File: src/rtl/cpu_clock_stepper_pkg.sv
// Shared encodings and 50 MHz defaults for the CPU clock stepper.
// The debounce state encoding is exported on db_state for board LEDs.
package cpu_clock_stepper_pkg;

    typedef enum logic [1:0] {
        IDLE     = 2'd0,
        PRESS_DB = 2'd1,
        HELD     = 2'd2,
        REL_DB   = 2'd3
    } db_state_t;

    typedef enum logic [1:0] {
        GEN_IDLE = 2'd0,
        GEN_HIGH = 2'd1,
        GEN_LOW  = 2'd2,
        GEN_RUN  = 2'd3
    } gen_state_t;

    localparam int unsigned DEF_DB_CYCLES  = 500000;
    localparam int unsigned DEF_RUN_HALF   = 25000000;
    localparam int unsigned DEF_PULSE_HALF = 1000;

    // Width of a counter that runs 0..n-1 (at least one bit).
    function automatic int unsigned cnt_width(input int unsigned n);
        return (n <= 32'd1) ? 1 : $clog2(n);
    endfunction

endpackage

File: src/rtl/cpu_clock_stepper_if.sv
// Board-side signal bundle of the stepper: raw key/switch in, CPU clock and debug out.
// master is the stepper itself; slave is whatever drives the pins and watches the clock.
interface cpu_clock_stepper_if;

    logic       key_n;
    logic       mode_run;
    logic       cpu_clk;
    logic       cpu_clk_rise;
    logic [7:0] step_count;
    logic       key_db;
    logic [1:0] db_state;

    modport master (
        input  key_n, mode_run,
        output cpu_clk, cpu_clk_rise, step_count, key_db, db_state
    );

    modport slave (
        output key_n, mode_run,
        input  cpu_clk, cpu_clk_rise, step_count, key_db, db_state
    );

endinterface

File: src/rtl/cpu_clock_stepper_key_debounce.sv
// Two-flop synchronizer plus press/release debounce FSM for one active-low key.
// step_req pulses for one cycle on each accepted press.
module key_debounce
    import cpu_clock_stepper_pkg::*;
#(
    parameter int unsigned DB_CYCLES = DEF_DB_CYCLES
) (
    input  logic      clk,
    input  logic      rst,
    input  logic      key_n,
    output logic      key_db,
    output logic      step_req,
    output db_state_t db_state
);

    localparam int unsigned CW = cnt_width(DB_CYCLES);
    localparam logic [CW-1:0] CNT_LAST = CW'(DB_CYCLES - 1);

    logic          key_meta;
    logic          key_sync;
    logic [CW-1:0] cnt;
    logic          settled;

    // NOTE: sequential state uses non-blocking assignments so every flop samples pre-edge values.
    always_ff @(posedge clk or negedge rst) begin
        if (!rst) begin
            key_meta <= 1'b1;
            key_sync <= 1'b1;
        end else begin
            key_meta <= key_n;
            key_sync <= key_meta;
        end
    end

    assign settled = (cnt == CNT_LAST);

    always_ff @(posedge clk or negedge rst) begin
        if (!rst) begin
            db_state <= IDLE;
            cnt      <= '0;
            key_db   <= 1'b0;
        end else begin
            case (db_state)
                IDLE: begin
                    if (!key_sync) begin
                        db_state <= PRESS_DB;
                        cnt      <= '0;
                    end
                end
                PRESS_DB: begin
                    if (key_sync) begin
                        db_state <= IDLE;
                    end else if (settled) begin
                        db_state <= HELD;
                        key_db   <= 1'b1;
                    end else begin
                        cnt <= cnt + 1'b1;
                    end
                end
                HELD: begin
                    if (key_sync) begin
                        db_state <= REL_DB;
                        cnt      <= '0;
                    end
                end
                REL_DB: begin
                    // A release bounce drops back to HELD, which never re-issues step_req.
                    if (!key_sync) begin
                        db_state <= HELD;
                    end else if (settled) begin
                        db_state <= IDLE;
                        key_db   <= 1'b0;
                    end else begin
                        cnt <= cnt + 1'b1;
                    end
                end
                default: db_state <= IDLE;
            endcase
        end
    end

    // Decoded from the PRESS_DB -> HELD transition so it lines up with that edge.
    assign step_req = (db_state == PRESS_DB) && !key_sync && settled;

endmodule

File: src/rtl/cpu_clock_stepper.sv
// CPU clock source: free-running divided clock in run mode, one debounced pulse per key in step mode.
// Mode changes take effect only while cpu_clk is low and no pulse is in flight.
module cpu_clock_stepper
    import cpu_clock_stepper_pkg::*;
#(
    parameter int unsigned DB_CYCLES  = DEF_DB_CYCLES,
    parameter int unsigned RUN_HALF   = DEF_RUN_HALF,
    parameter int unsigned PULSE_HALF = DEF_PULSE_HALF
) (
    input logic                 clk,
    input logic                 rst,
    cpu_clock_stepper_if.master bus
);

    localparam int unsigned DW = cnt_width(RUN_HALF);
    localparam int unsigned PW = cnt_width(PULSE_HALF);
    localparam logic [DW-1:0] DIV_LAST   = DW'(RUN_HALF - 1);
    localparam logic [PW-1:0] PULSE_LAST = PW'(PULSE_HALF - 1);

    logic          mode_meta;
    logic          mode_sync;
    logic          step_req;
    logic          key_db;
    db_state_t     db_state;
    gen_state_t    gen_state;
    logic [DW-1:0] div_cnt;
    logic [PW-1:0] pulse_cnt;
    logic          cpu_clk;
    logic          cpu_clk_rise;
    logic [7:0]    step_count;

    key_debounce #(
        .DB_CYCLES(DB_CYCLES)
    ) u_key (
        .clk     (clk),
        .rst     (rst),
        .key_n   (bus.key_n),
        .key_db  (key_db),
        .step_req(step_req),
        .db_state(db_state)
    );

    always_ff @(posedge clk or negedge rst) begin
        if (!rst) begin
            mode_meta <= 1'b0;
            mode_sync <= 1'b0;
        end else begin
            mode_meta <= bus.mode_run;
            mode_sync <= mode_meta;
        end
    end

    // GEN_RUN is the latched run mode; GEN_IDLE is the only place step mode samples the switch.
    always_ff @(posedge clk or negedge rst) begin
        if (!rst) begin
            gen_state    <= GEN_IDLE;
            div_cnt      <= '0;
            pulse_cnt    <= '0;
            cpu_clk      <= 1'b0;
            cpu_clk_rise <= 1'b0;
            step_count   <= 8'd0;
        end else begin
            cpu_clk_rise <= 1'b0;
            case (gen_state)
                GEN_IDLE: begin
                    if (mode_sync) begin
                        gen_state <= GEN_RUN;
                        div_cnt   <= '0;
                    end else if (step_req) begin
                        gen_state    <= GEN_HIGH;
                        pulse_cnt    <= '0;
                        cpu_clk      <= 1'b1;
                        cpu_clk_rise <= 1'b1;
                        step_count   <= step_count + 8'd1;
                    end
                end
                GEN_HIGH: begin
                    if (pulse_cnt == PULSE_LAST) begin
                        gen_state <= GEN_LOW;
                        pulse_cnt <= '0;
                        cpu_clk   <= 1'b0;
                    end else begin
                        pulse_cnt <= pulse_cnt + 1'b1;
                    end
                end
                GEN_LOW: begin
                    if (pulse_cnt == PULSE_LAST) begin
                        gen_state <= GEN_IDLE;
                    end else begin
                        pulse_cnt <= pulse_cnt + 1'b1;
                    end
                end
                GEN_RUN: begin
                    if (div_cnt == DIV_LAST) begin
                        div_cnt <= '0;
                        if (cpu_clk) begin
                            cpu_clk <= 1'b0;
                        end else if (!mode_sync) begin
                            // Leave run only after a full low half-period.
                            gen_state <= GEN_IDLE;
                        end else begin
                            cpu_clk      <= 1'b1;
                            cpu_clk_rise <= 1'b1;
                            step_count   <= step_count + 8'd1;
                        end
                    end else begin
                        div_cnt <= div_cnt + 1'b1;
                    end
                end
                default: gen_state <= GEN_IDLE;
            endcase
        end
    end

    assign bus.cpu_clk      = cpu_clk;
    assign bus.cpu_clk_rise = cpu_clk_rise;
    assign bus.step_count   = step_count;
    assign bus.key_db       = key_db;
    assign bus.db_state     = db_state;

endmodule

File: src/flat_wrapper.sv
// flat-port wrapper written by rule: the top's interface ports become plain ports
module cpu_clock_stepper_flat import cpu_clock_stepper_pkg::*;
#(
    parameter int unsigned DB_CYCLES  = DEF_DB_CYCLES,
    parameter int unsigned RUN_HALF   = DEF_RUN_HALF,
    parameter int unsigned PULSE_HALF = DEF_PULSE_HALF
)
  (clk, rst, bus_key_n, bus_mode_run, bus_cpu_clk, bus_cpu_clk_rise, bus_step_count, bus_key_db, bus_db_state);
  cpu_clock_stepper_if bus_i ();
  input logic clk;
  input logic rst;
  input wire logic [$bits(bus_i.key_n)-1:0] bus_key_n;
  input wire logic [$bits(bus_i.mode_run)-1:0] bus_mode_run;
  output wire logic [$bits(bus_i.cpu_clk)-1:0] bus_cpu_clk;
  output wire logic [$bits(bus_i.cpu_clk_rise)-1:0] bus_cpu_clk_rise;
  output wire logic [$bits(bus_i.step_count)-1:0] bus_step_count;
  output wire logic [$bits(bus_i.key_db)-1:0] bus_key_db;
  output wire logic [$bits(bus_i.db_state)-1:0] bus_db_state;
  assign bus_i.key_n = bus_key_n;
  assign bus_i.mode_run = bus_mode_run;
  assign bus_cpu_clk = bus_i.cpu_clk;
  assign bus_cpu_clk_rise = bus_i.cpu_clk_rise;
  assign bus_step_count = bus_i.step_count;
  assign bus_key_db = bus_i.key_db;
  assign bus_db_state = bus_i.db_state;
  cpu_clock_stepper #(.DB_CYCLES(DB_CYCLES), .RUN_HALF(RUN_HALF), .PULSE_HALF(PULSE_HALF)) u_core (.clk(clk), .rst(rst), .bus(bus_i));
endmodule
File: config.mk
export PLATFORM = sky130hd
export DESIGN_NAME = cpu_clock_stepper_flat
export DESIGN_NICKNAME = d
export VERILOG_FILES = /design/src/rtl/cpu_clock_stepper_pkg.sv /design/src/rtl/cpu_clock_stepper_if.sv /design/src/rtl/cpu_clock_stepper_key_debounce.sv /design/src/rtl/cpu_clock_stepper.sv /design/src/flat_wrapper.sv
export SDC_FILE = /design/constraint.sdc
export NUM_CORES = 1
export LEC_CHECK = 0
export BUFFER_PORTS_ARGS = -buffer_cell sky130_fd_sc_hd__buf_2
export CORE_MARGIN = 2
export CORE_UTILIZATION = 50
export CTS_BUF_LIST = sky130_fd_sc_hd__clkbuf_4
export DETAILED_ROUTE_END_ITERATION = 10
export GPL_ROUTABILITY_DRIVEN = 0
export GPL_TIMING_DRIVEN = 0
export HOLD_SLACK_MARGIN = 0.08
export PLACE_DENSITY_LB_ADDON = 0.08
export SYNTH_ARGS = -nofsm -noshare
export SYNTH_HDL_FRONTEND = slang
export SYNTH_SLANG_ARGS = --single-unit
File: constraint.sdc
create_clock -name clk -period 2 [get_ports clk]
set_input_delay 0.1 -clock clk [delete_from_list [all_inputs] [get_ports clk]]
set_output_delay 0.1 -clock clk [all_outputs]
set_load 0.01 [all_outputs]
Word-level counts from Yosys, hierarchy flattened
Index checks and enable logic that the tools add are counted.
Storage, ports and cells
  input port bits: 4
  logic and storage cells: 113
  register bits after elaboration: 73
  output and inout port bits: 13
Cells by class
  multiplexer cells: 51
  equality and inequality tests: 28
  add/subtract/negate cells: 4
  reduce and logical (&&, ||, !) cells: 17
Operators by type and width (number)
  $mux 19: 5
  $pmux 19 s4: 1
  $mux 25: 2
  $pmux 25 s2: 1
  $mux 10: 4
  $mux 8: 5
  $pmux 10 s3: 1
  $mux 2: 13
  $add 25x1->25 const B: 1
  $eq 25x25->1 const B: 1
  $ne 2x2->1 const B: 10
  $add 19x1->19 const B: 1
  $eq 19x19->1 const B: 1
  $pmux 2 s4: 2
  $pmux 8 s2: 1
  $mux 1: 13
  $ne 2x1->1 const B: 6
  $reduce_and 4->1: 3
  $reduce_and 6->1: 2
  $add 10x1->10 const B: 1
  $eq 10x10->1 const B: 1
  $reduce_and 5->1: 2
  $add 8x1->8 const B: 1
  $eq 2x2->1 const B: 4
  11 further kinds: 18

Depth between registers and ports, before layout
Gate-level depths: netlist of run 1.
  depth after elaboration: 6
  mapped depth: 8
  mapped depth without buffers: 7

By module
Synthesis of run 1 repeated with hierarchy kept, for this count alone.
Unflattened totals
  cells, all modules: 423
  area total of the unflattened synthesis: 4108.9 sq um
Modules (own cells, without submodules)
  cpu_clock_stepper: cells each 269, instances 1, sequential area each 1226.2 sq um, area each 2658.8 sq um
  key_debounce: cells each 154, instances 1, sequential area each 603.1 sq um, area each 1450.1 sq um

Least setup slack after synthesis of run 1
No wires, ideal clock.
  kind: register -> register
  start point: reg u_core.u_key.cnt[5]
  end point: reg u_core.pulse_cnt[9]
  setup time: 0.126 ns
  path slack: -0.184 ns
  period minus slack after synthesis: 2.184 ns
  buffers on the path: 1
  arrival time: 2.058 ns
  cell stages (with the launch flop): 7
  path through: dfrtp_1 > or4_1 > buf_6 > nand2b_4 > o41ai_4 > nand2_4 > a221o_1
Between the ends
  longest elaborated chain between the ends: 4
RTL lines
  start: declaration: RTL line cpu_clock_stepper_key_debounce.sv:21  | logic [CW-1:0] cnt;
  start signal: assignment: RTL line cpu_clock_stepper_key_debounce.sv:57  | cnt <= cnt + 1'b1;
  start signal: assignment: RTL line cpu_clock_stepper_key_debounce.sv:74  | cnt <= cnt + 1'b1;
  $eq 19x19->1: RTL line cpu_clock_stepper_key_debounce.sv:35  | assign settled = (cnt == CNT_LAST);
  $logic_and 1x1->1: RTL line cpu_clock_stepper_key_debounce.sv:83  | assign step_req = (db_state == PRESS_DB) && !key_sync && settled;
  $ne 2x1->1 (no line)
  $reduce_and 4->1 (no line)
  end signal: assignment: RTL line cpu_clock_stepper.sv:83  | pulse_cnt <= pulse_cnt + 1'b1;
  end signal: assignment: RTL line cpu_clock_stepper.sv:90  | pulse_cnt <= pulse_cnt + 1'b1;
  end: declaration: RTL line cpu_clock_stepper.sv:27  | logic [PW-1:0] pulse_cnt;
Every way passes these cells.
A chain may end at the register's enable or synchronous reset.

Final worst setup path of run 1
  start point: reg u_core.u_key.cnt[9]
  end point: reg u_core.cpu_clk, in the netlist u_core.bus.cpu_clk
Between the ends
  longest elaborated chain between the ends: 4
RTL lines
  $eq 19x19->1: RTL line cpu_clock_stepper_key_debounce.sv:35
  $logic_and 1x1->1: RTL line cpu_clock_stepper_key_debounce.sv:83
  $ne 2x1->1 (no line)
  $reduce_and 5->1 (no line)
  end signal: assignment: RTL line cpu_clock_stepper.sv:59  | cpu_clk <= 1'b0;
  end signal: assignment: RTL line cpu_clock_stepper.sv:72  | cpu_clk <= 1'b1;
  end signal: assignment: RTL line cpu_clock_stepper.sv:81  | cpu_clk <= 1'b0;
  end: declaration: RTL line cpu_clock_stepper.sv:28  | logic cpu_clk;
Every way passes these cells.

==> results.md, run 1 <==
- Outcome: finished with violations
- Violated checks: setup timing
- Most frequent cells in the layout: dfrtp_1, nor2_1, buf_4
- Worst endpoint required time: between 2 and 2.5 ns
- Core area: 7770 um2
- Maximum VDD drop: 0.679 mV
- Final instance area: 5150 um2
- Antenna fix cells: 0
- Total clock sinks: 73
- Clock latency on the worst-skew pair: about 0.43 ns
- Warnings from Yosys: 0
- Vias in the first global route: 3,287
- Syn nets: between 400 and 500
- GRT Util Overall: 0.227
- Avg Cell Area, Syn: 9.78 um2
- Port bufs: 16
- Finished Layout Cells: 593
- Final setup violation count: 15
- Routed WL: 9520 um
- Crit-path max FO: 5
- CTS Buf Count: 9
- FILL cells: 637
- CTS clk-pin slew, worst paths: between 0.1 and 0.15 ns
- Type of the worst setup path: reg -> reg
- Starting Density: 0.518
- DR DRC count: 0
- Die H: 93.7 um
- Clk root buf: clkbuf_4
- Hold Fails Final Rpt: 0
- Critical path's top delay family: simple AND/OR/NAND/NOR gates
- Leakage power: roughly 2.3 nW
- Dominant synthesized flop cell: dfrtp_1
- Pre-antenna DRT Iters: 5
- Worst slew pin tran: 0.508 ns
- Crit end category: flip-flop
- Final WS setup: -0.0915 ns
- Post-detail-place hpwl: 5770 um
- Final #Nets: 500
- Rows: 32
- #FFs+latches synth: between 70 and 80
- WL/cell: about 16 um
- CP max stage cell: or4_4
- Post-Synthesis Cells: 411
- Total Neg Setup Slack: -0.843 ns
- Total number of vias: 3,515
- Pwr Density: 813 nW/um2
- Io pins: 17
- Pre-CTS setup slack: -0.539 ns
- Maxcap violations: 0
- CP Cell Sequence: or4_4 > nand2b_4 > o41ai_4 > buf_6 > buf_4 > buf_4 > nand4_1 > o2bb2ai_1
- Count of final max-slew check failures: 0
- Most common cell after layout, fill and taps aside: dfrtp_1
- Fraction of layout cells with a size suffix above 1: 0.314
- GR Overflow Total: 0
- Power consumption: around 4.2 mW
- Startpoint types: flip-flop
- Finished Core Util: 0.663
- Tmin final: 2.09 ns
- Final Skew: around 0.012 ns
- HP Class: in -> async
- Rel. slew slack: 0.662
- Via density: 5.93
- CP max stage delay: 0.56 ns
- Fin crit share: 1.05
- H-tree depth: 3
- Max Root-Sink Buffers: 2
- Initial antenna violation count: 0
- WP buf/inv: 3
- Cell mode on critical path: buf_4
- Antenna-violating nets left: 0
- Mapped Area: 4020 um2
- Die ar.: about 8800 um2
- Highest clock rate: 478 MHz
- Post-Place Cells: 530
- Global-route wire length before repair: 15,800 um
- Die width: 93.7 um
- CTS tree: done
- Ys async rst share: 1.00
- Post-DP Area: 4260 um2
- Initial DRC Count: 199
- Worst EP arrival: ~2.5 ns
- Seq/Total Area, Yosys: 0.455
- Number of synthesized flops with an enable pin: 0
- Largest net degree at the start of global routing: 48
- Netlist cell types: between 50 and 60
- Hold Slack: roughly 0.12 ns
- Area growth from synthesis to layout: 28.1%
- RSZ-0062 raised after global routing: yes
-- final cells by class --
type	count	area, um2	area share
repair buffers	68	532	0.103
well taps	102	128	0.0248
clock inverters	5	47.5	0.00923
plain buffers	9	77.6	0.0151
clock buffers	10	75.1	0.0146
multi-input cells	315	2410	0.468
flip-flops and latches	73	1840	0.357
inverters	11	41.3	0.00802
-- worst paths after layout --
kind | cells past startpoint | slack (ns) | end | startpoint
min reg2reg | 0 | 0.36 | u_core.mode_sync | u_core.mode_meta
max | 8 | -0.09 | u_core.bus.cpu_clk | u_core.u_key.cnt[9]
max reg2reg | 8 | -0.09 | u_core.bus.cpu_clk | u_core.u_key.cnt[9]
min in group clk | 2 | 0.31 | u_core.u_key.key_meta | bus_key_n
max in group asynchronous | 3 | 1.32 | u_core.div_cnt[14] | rst
min | 2 | 0.12 | u_core.u_key.cnt[6] | rst
-- routing by layer --
| layer | wire length (um) | GRT usage | vias up |
|---|---|---|---|
| li1 | - | - | 1671 |
| met5 | 0 | 0 | - |
| met3 | 423 | 0.0546 | 19 |
| met1 | 4440 | 0.326 | 1722 |
| met4 | 193 | 0.0700 | 0 |
| met2 | 4460 | 0.342 | 103 |
-- Yosys cell counts (all sizes together), types with 6 or more instances --
cell / n / area (um2)
nor2: 49 / 184
nor4: 8 / 71.3
a221o: 8 / 80.1
or3: 11 / 68.8
ha: 9 / 113
a22o: 6 / 52.6
and3: 12 / 75.1
clkbuf: 8 / 30.0
nand3: 20 / 100
xnor2: 24 / 210
and4: 8 / 70.1
nor3: 12 / 60.1
dfrtp: 71 / 1780
nand2: 28 / 113
a21oi: 14 / 70.1
xor2: 10 / 87.6
o21ai: 19 / 95.1
nand4: 13 / 81.3
inv: 11 / 41.3
-- state kept, by name, indices dropped and copies added, names as in the netlist, 2 cells and up, named ones only --
name,flops
u_core.div_cnt,25
u_core.u_key.cnt,19
u_core.pulse_cnt,10
u_core.bus.step_count,8
u_core.gen_state,2
-- worst register-to-register path, cell delays in order (launching register included) --
cell and delay [ns]:
dfrtp_1 0.42, or4_4 0.56, nand2b_4 0.17, o41ai_4 0.22
buf_6 0.19, buf_4 0.12, buf_4 0.10, nand4_1 0.10
o2bb2ai_1 0.15
-- kinds of logic after synthesis --
group / share of synthesized area
and+or+nand+nor: 0.259
AOI/OAI and AO/OA: 0.133
DFF: 0.455
xor gates and xnor gates: 0.0741
buffers and inverters: 0.0268
muxes: 0.0240
adders and majority gates: 0.0280
-- report_power, final --
group,internal [mW],switching (mW)
clock network,0.377,0.502
registers,1.56,0.0913
logic,0.812,0.848
-- timing repair --
action                                  CTS  global route
cloned                                    1             1
hold endpoints to repair                 75             0
hold buffers                              3             0
resized for setup                        44            56
pin swaps                                22            16
buffers inserted                         24            23
endpoints found under the setup margin   63            60
(Power assumes the default switching activity.)
==> run 2, diff against run 1 <==
--- a/config.mk
+++ b/config.mk
@@ -12,8 +12,8 @@
 export DETAILED_ROUTE_END_ITERATION = 10
 export GPL_ROUTABILITY_DRIVEN = 0
 export GPL_TIMING_DRIVEN = 0
-export HOLD_SLACK_MARGIN = 0.08
 export PLACE_DENSITY_LB_ADDON = 0.08
+export SKIP_CTS_REPAIR_TIMING = 1
 export SYNTH_ARGS = -nofsm -noshare
 export SYNTH_HDL_FRONTEND = slang
 export SYNTH_SLANG_ARGS = --single-unit
==> results.md, run 2 (synthesis gave the netlist of run 1 again) <==
- Initial DRC Count: 179 (-10%)
- Vias in the first global route: 3,099 (-5.7%)
- Maximum VDD drop: 0.686 mV (+1.0%)
- Antenna-violating nets left: 0 (unchanged)
- FILL cells: 639 (+0.31%)
- CP Cell Sequence: or4_4 > nand2b_4 > o41ai_4 > buf_6 > and3_4 > buf_4 > a221o_1
- Final WS setup: -0.256 ns (-0.165 ns)
- Largest Register: u_core.div_cnt
- Core area: 7770 um2 (unchanged)
- Post-Place Cells: 530 (unchanged)
- Clock latency on the worst-skew pair: 0.43 ns (about the same)
- Maxcap violations: 0 (unchanged)
- RSZ-0062 raised after global routing: yes
- Post-detail-place hpwl: 5770 um (unchanged)
- Type of the worst setup path: reg -> reg
- Violated checks: setup timing
- Fin crit share: 1.13 (+0.0824)
- Port bufs: 16 (unchanged)
- H-tree depth: 3 (unchanged)
- Initial antenna violation count: 0 (unchanged)
- Worst EP arrival: 2.63 ns (+0.18 ns)
- Power consumption: 3.87 mW (-7.6%)
- Largest net degree at the start of global routing: 48 (unchanged)
- Rel. slew slack: 0.559 (-0.103)
- Global-route wire length before repair: 14,800 um (-6.3%)
- CP max stage delay: 0.60 ns (+0.04 ns)
- Clk root buf: clkbuf_4
- Total Neg Setup Slack: -4.08 ns (-3.23 ns)
- Pwr Density: 766 nW/um2 (-5.8%)
- Worst endpoint required time: 2.37 ns (about the same)
- Critical path's top delay family: simple AND/OR/NAND/NOR gates
- CTS Buf Count: 9 (unchanged)
- Hold Slack: 0.118 ns (+0.000141 ns)
- Area growth from synthesis to layout: 25.8%
- Finished Layout Cells: 583 (-1.7%)
- WP buf/inv: 2 (-1)
- Via density: 5.90 (-0.43%)
- CP max stage cell: or4_4
- Final setup violation count: 27 (+12)
- Most frequent cells in the layout: dfrtp_1, nor2_1, buf_4
- Rows: 32 (unchanged)
- Worst slew pin tran: 0.657 ns (+0.149 ns)
- Max reg flops: 25 (unchanged)
- Leakage power: 2.20 nW (-3.6%)
- Startpoint types: flip-flop
- Fraction of layout cells with a size suffix above 1: 0.299 (-0.0143)
- Die width: 93.7 um (unchanged)
- CTS clk-pin slew, worst paths: 0.12 ns (about the same)
- Total number of vias: 3,441 (-2.1%)
- Hold Fails Final Rpt: 0 (unchanged)
- Top Registers: u_core.div_cnt x25, u_core.u_key.cnt x19, u_core.pulse_cnt x10
- Register-to-register setup slack: -0.26 ns (-0.16 ns)
- Antenna fix cells: 0 (unchanged)
- Pre-CTS setup slack: -0.539 ns (unchanged)
- Total clock sinks: 73 (unchanged)
- Die H: 93.7 um (unchanged)
- Pre-antenna DRT Iters: 4 (-1)
- WL/cell: 16.0 um (-0.48%)
- GRT Util Overall: 0.213 (-0.0141)
- Most common cell after layout, fill and taps aside: dfrtp_1
- Final #Nets: 490 (-2.0%)
- Highest clock rate: 443 MHz (-7.3%)
- Outcome: finished with violations
- Tmin final: 2.26 ns (+0.165 ns)
- HP Class: in -> async
- Starting Density: 0.518 (unchanged)
- Crit end category: flip-flop
- Crit-path max FO: 5 (unchanged)
- Routed WL: 9310 um (-2.2%)
- DR DRC count: 0 (unchanged)
- Count of final max-slew check failures: 0 (unchanged)
- Io pins: 17 (unchanged)
- Max Root-Sink Buffers: 2 (unchanged)
- CTS tree: done
- Die ar.: 8770 um2 (unchanged)
- GR Overflow Total: 0 (unchanged)
- Final Skew: 0.0168 ns (+0.00482 ns)
run 2: changes by cell type in the layout (fill, tap and decap cells not counted), moves of 2 or more:
cell      before  now
a21oi_2        0    2
clkbuf_4      12   10
nand3_2        3    1
a21oi_4        2    0
buf_4         43   32
buf_6          8   13
nand3_1       16   18
o21ai_1        4    2
run 2: per-layer routing:
metal,routed length [um],track usage,vias up
li1,-,-,1659
met1,4490,0.308,1696
met2,4340,0.315,69
met3,363,0.0530,17
met4,119,0.0676,0
met5,0,0,-
run 2: final cells by class:
class,instances,area (um2),area share
buffer,9,70.1,0.0139
inverter,11,41.3,0.00817
timing repair buffer,58,463,0.0916
tap,102,128,0.0252
sequential,73,1840,0.364
clock buffer,10,75.1,0.0148
clock inverter,5,47.5,0.00940
multi-input combinational,315,2390,0.473
run 2: power by group:
part | leakage (nW) | internal, mW | switching [mW]
Sequential | 0.981 | 1.56 | 0.107
Combinational | 1.14 | 0.618 | 0.709
Clock | 0.0711 | 0.377 | 0.502
run 2: final timing paths:
check | startpoint | cells past startpoint | endpoint
max | u_core.u_key.cnt[9] | 7 | u_core.pulse_cnt[6]
min | rst | 2 | u_core.u_key.cnt[6]
min reg2reg | u_core.mode_meta | 0 | u_core.mode_sync
max in group asynchronous | rst | 3 | u_core.div_cnt[5]
min in group clk | bus_key_n | 2 | u_core.u_key.key_meta
max reg2reg | u_core.u_key.cnt[9] | 7 | u_core.pulse_cnt[6]
run 2: through the flow:
stage	utilization	instance area [um2]
final	0.651	5060
after detailed placement	0.548	4260
after global placement	0.544	4230
after floorplan	-	4020
after global routing	0.651	5060
after CTS	0.564	4380
==> run 3, diff against run 2 <==
--- a/config.mk
+++ b/config.mk
@@ -16,4 +16,5 @@
 export SKIP_CTS_REPAIR_TIMING = 1
 export SYNTH_ARGS = -nofsm -noshare
 export SYNTH_HDL_FRONTEND = slang
+export SYNTH_HIERARCHICAL = 1
 export SYNTH_SLANG_ARGS = --single-unit
==> results.md, run 3 <==
- Outcome: finished with violations
- Violated checks: setup timing
- Final Skew: 0.0244 ns (+0.00757 ns)
- Worst endpoint required time: 2.33 ns (-0.04 ns)
- Hold Fails Final Rpt: 0 (unchanged)
- Maximum VDD drop: 0.599 mV (-13%)
- Switching Fraction: 0.350 (+0.00990)
- Seq/Total Area, Yosys: 0.445 (-0.00984)
- Total number of vias: 3,443 (+0.058%)
- Finished Layout Cells: 589 (+1.0%)
- Final setup violation count: 22 (-19%)
- Net switching power figure: 1.79 mW (+36%)
- Die width: 94.7 um (+1.1%)
- Most common cell in the netlist: dfrtp_1
- GRT Util Overall: 0.211 (-0.00184)
- RSZ-0062 raised after global routing: yes
- Post-synth top area share: 0.432 (-0.00956)
- CP max stage cell: or4b_4
- Ys async rst share: 1.00 (unchanged)
- #FFs+latches synth: 73 (unchanged)
- Leakage power: 2.19 nW (-0.30%)
- Global-route wire length before repair: 14,900 um (+0.37%)
- Int Power: 3.31 mW (+30%)
- Final #Nets: 492 (+0.41%)
- Worst slew pin tran: 0.632 ns (-0.0247 ns)
- Combinational Power Share: 0.403 (+0.060)
- Largest net degree at the start of global routing: 73 (+52%)
- Final instance area: 5020 um2 (-0.74%)
- Startpoint types: flip-flop
- Most common cell after layout, fill and taps aside: dfrtp_1
- WL/cell: 15.7 um (-1.6%)
- CP Cell Sequence: or4b_4 > nor2_2 > nand4_1 > nor3_4 > nand2b_1 > and2_4 > a211oi_4 > nand2_2 > o21ai_0
- Pre-antenna DRT Iters: 4 (unchanged)
- Fin crit share: 1.29 (+0.160)
- WP buf/inv: 0 (-2)
- Post-detail-place hpwl: 6000 um (+4.0%)
- Tmin final: 2.58 ns (+0.319 ns)
- Antenna-violating nets left: 0 (unchanged)
- Largest area contributor in the netlist: dfrtp_1
- Max reg flops: 25 (unchanged)
- Total clock sinks: 73 (unchanged)
- GR Overflow Total: 0 (unchanged)
- Power consumption: 5.10 mW (+32%)
- Dominant synthesized flop cell: dfrtp_1
- Top post-synthesis cells by count: dfrtp_1, nand2_1, nor2_1, nand3_1, nand4_1
- Top Registers: u_core/div_cnt x25, u_core/u_key/cnt x19, u_core/pulse_cnt x10
- Clk root buf: clkbuf_4
- Post-Place Cells: 545 (+2.8%)
- Post-Synthesis Cells: 423 (+2.9%)
- Rel. slew slack: 0.575 (+0.0160)
- Core area: 8090 um2 (+4.2%)
- CP max stage delay: 0.56 ns (-0.04 ns)
- Io pins: 17 (unchanged)
- Routed WL: 9260 um (-0.59%)
- HP Class: in -> async
- Final WS setup: -0.576 ns (-0.319 ns)
- Number of synthesized flops with an enable pin: 0 (unchanged)
- Hold Slack: 0.221 ns (+0.103 ns)
- Area contributors post-synth: dfrtp_1, nand2_1, nor2_1
- Syn nets: 436 (+2.8%)
- FILL cells: 711 (+11%)
- Worst EP arrival: 2.90 ns (+0.27 ns)
- Post-DP Area: 4370 um2 (+2.7%)
- Avg Cell Area, Syn: 9.71 um2 (-0.69%)
- Mapped Area: 4110 um2 (+2.2%)
- Vias in the first global route: 3,096 (-0.097%)
- Die H: 94.7 um (+1.1%)
- Most frequent cells in the layout: dfrtp_1, nand2_1, nor2_1
- Clock latency on the worst-skew pair: 0.42 ns (about the same)
- Crit-path max FO: 5 (unchanged)
- Area growth from synthesis to layout: 22.1%
- CTS tree: done
- Largest Register: u_core/div_cnt
- Rows: 33 (+3.1%)
- Antenna fix cells: 0 (unchanged)
- Initial antenna violation count: 0 (unchanged)
- Initial DRC Count: 180 (+0.56%)
- Warnings from Yosys: 6 (+6)
- Fraction of layout cells with a size suffix above 1: 0.252 (-0.0473)
- Netlist cell types: 66 (+18%)
- Port bufs: 16 (unchanged)
- Count of final max-slew check failures: 0 (unchanged)
- Highest clock rate: 388 MHz (-12%)
- Maxcap violations: 0 (unchanged)
- Clock network power share: 0.237 (+0.010)
- Max Root-Sink Buffers: 2 (unchanged)
- H-tree depth: 3 (unchanged)
- DR DRC count: 0 (unchanged)
- Type of the worst setup path: reg -> reg
- Flop pwr share: 0.360 (-0.070)
- Pwr Density: 1020 nW/um2 (+33%)
- Die ar.: 8960 um2 (+2.1%)
- Crit end category: flip-flop
- Critical path's top delay family: simple AND/OR/NAND/NOR gates
- Starting Density: 0.508 (-0.00983)
- CTS clk-pin slew, worst paths: 0.13 ns (about the same)
- Via density: 5.85 (-0.96%)
- CTS Buf Count: 9 (unchanged)
==> run 3: cell types whose count changed in the layout (fill, tap and decap cells not counted), moves of 7 or more <==
| cell | delta |
|---|---|
| o21ai_1 | +7 |
| xnor2_1 | -10 |
| buf_4 | -8 |
| nor2_1 | -10 |
| a31oi_1 | +7 |
| nand2_1 | +12 |
==> run 3: power groups by stage <==
stage	combinational, mW	sequential, mW	clock [mW]
finish	2.06	1.84	1.21
global route	2.23	1.87	1.32
CTS	1.41	1.82	1.24
detailed placement	1.40	1.85	0
global placement	1.37	1.83	0
floorplan	1.02	1.84	0
==> run 3: worst paths after layout <==
check | slack, ns | from | depth (start not counted) | endpoint
worst min register to register | 0.36 | u_core/u_key/key_meta | 0 | u_core/u_key/key_sync
worst max-delay path | -0.58 | u_core/u_key/cnt[12] | 9 | u_core/pulse_cnt[0]
max in group asynchronous | 1.36 | rst | 3 | u_core/div_cnt[12]
worst min-delay path | 0.22 | rst | 3 | u_core/div_cnt[14]
worst max register to register | -0.58 | u_core/u_key/cnt[12] | 9 | u_core/pulse_cnt[0]
min in group clk | 0.34 | bus_mode_run | 2 | u_core/mode_meta
==> run 3: cells by family (layout without fill, tap and decap cells) <==
kind of cell    count (synthesis)  in the layout  synth area share
simple gates                  194            194             0.266
compound gates                 75             75             0.132
flops                          73             73             0.445
xor+xnor                       30             30            0.0639
buf+inv                        27             88            0.0262
mux                            15             15            0.0396
fa+ha+maj                       9              9            0.0274
==> run 3: area by class of cell <==
class,count,area [um2],area share
Multi-Input combinational cell,323,2370,0.473
Sequential cell,73,1830,0.365
Timing Repair Buffer,47,368,0.0733
Tap cell,105,131,0.0262
Clock inverter,6,115,0.0229
Clock buffer,10,75.1,0.0150
Buffer,12,70.1,0.0140
Inverter,13,51.3,0.0102
==> run 3: routing by layer <==
metal	global-route usage	wire length, um
met1	0.294	4330
met2	0.329	4440
met3	0.0367	333
met4	0.0809	153
met5	0	0
==> run 3: through the flow <==
step	setup TNS [ns]	util	setup slack (ns)
finish	-9.78	0.620	-0.576
global route	-12.65	0.620	-0.737
CTS	-17.45	0.564	-0.757
detailed placement	-15.64	0.540	-0.705
global placement	-14.33	0.537	-0.710
floorplan	-4.11	-	-0.348
==> run 3: tightest hold or removal path: cells and delay by family <==
family,cells,cell delay [ns]
buffers and inverters,3,0.96
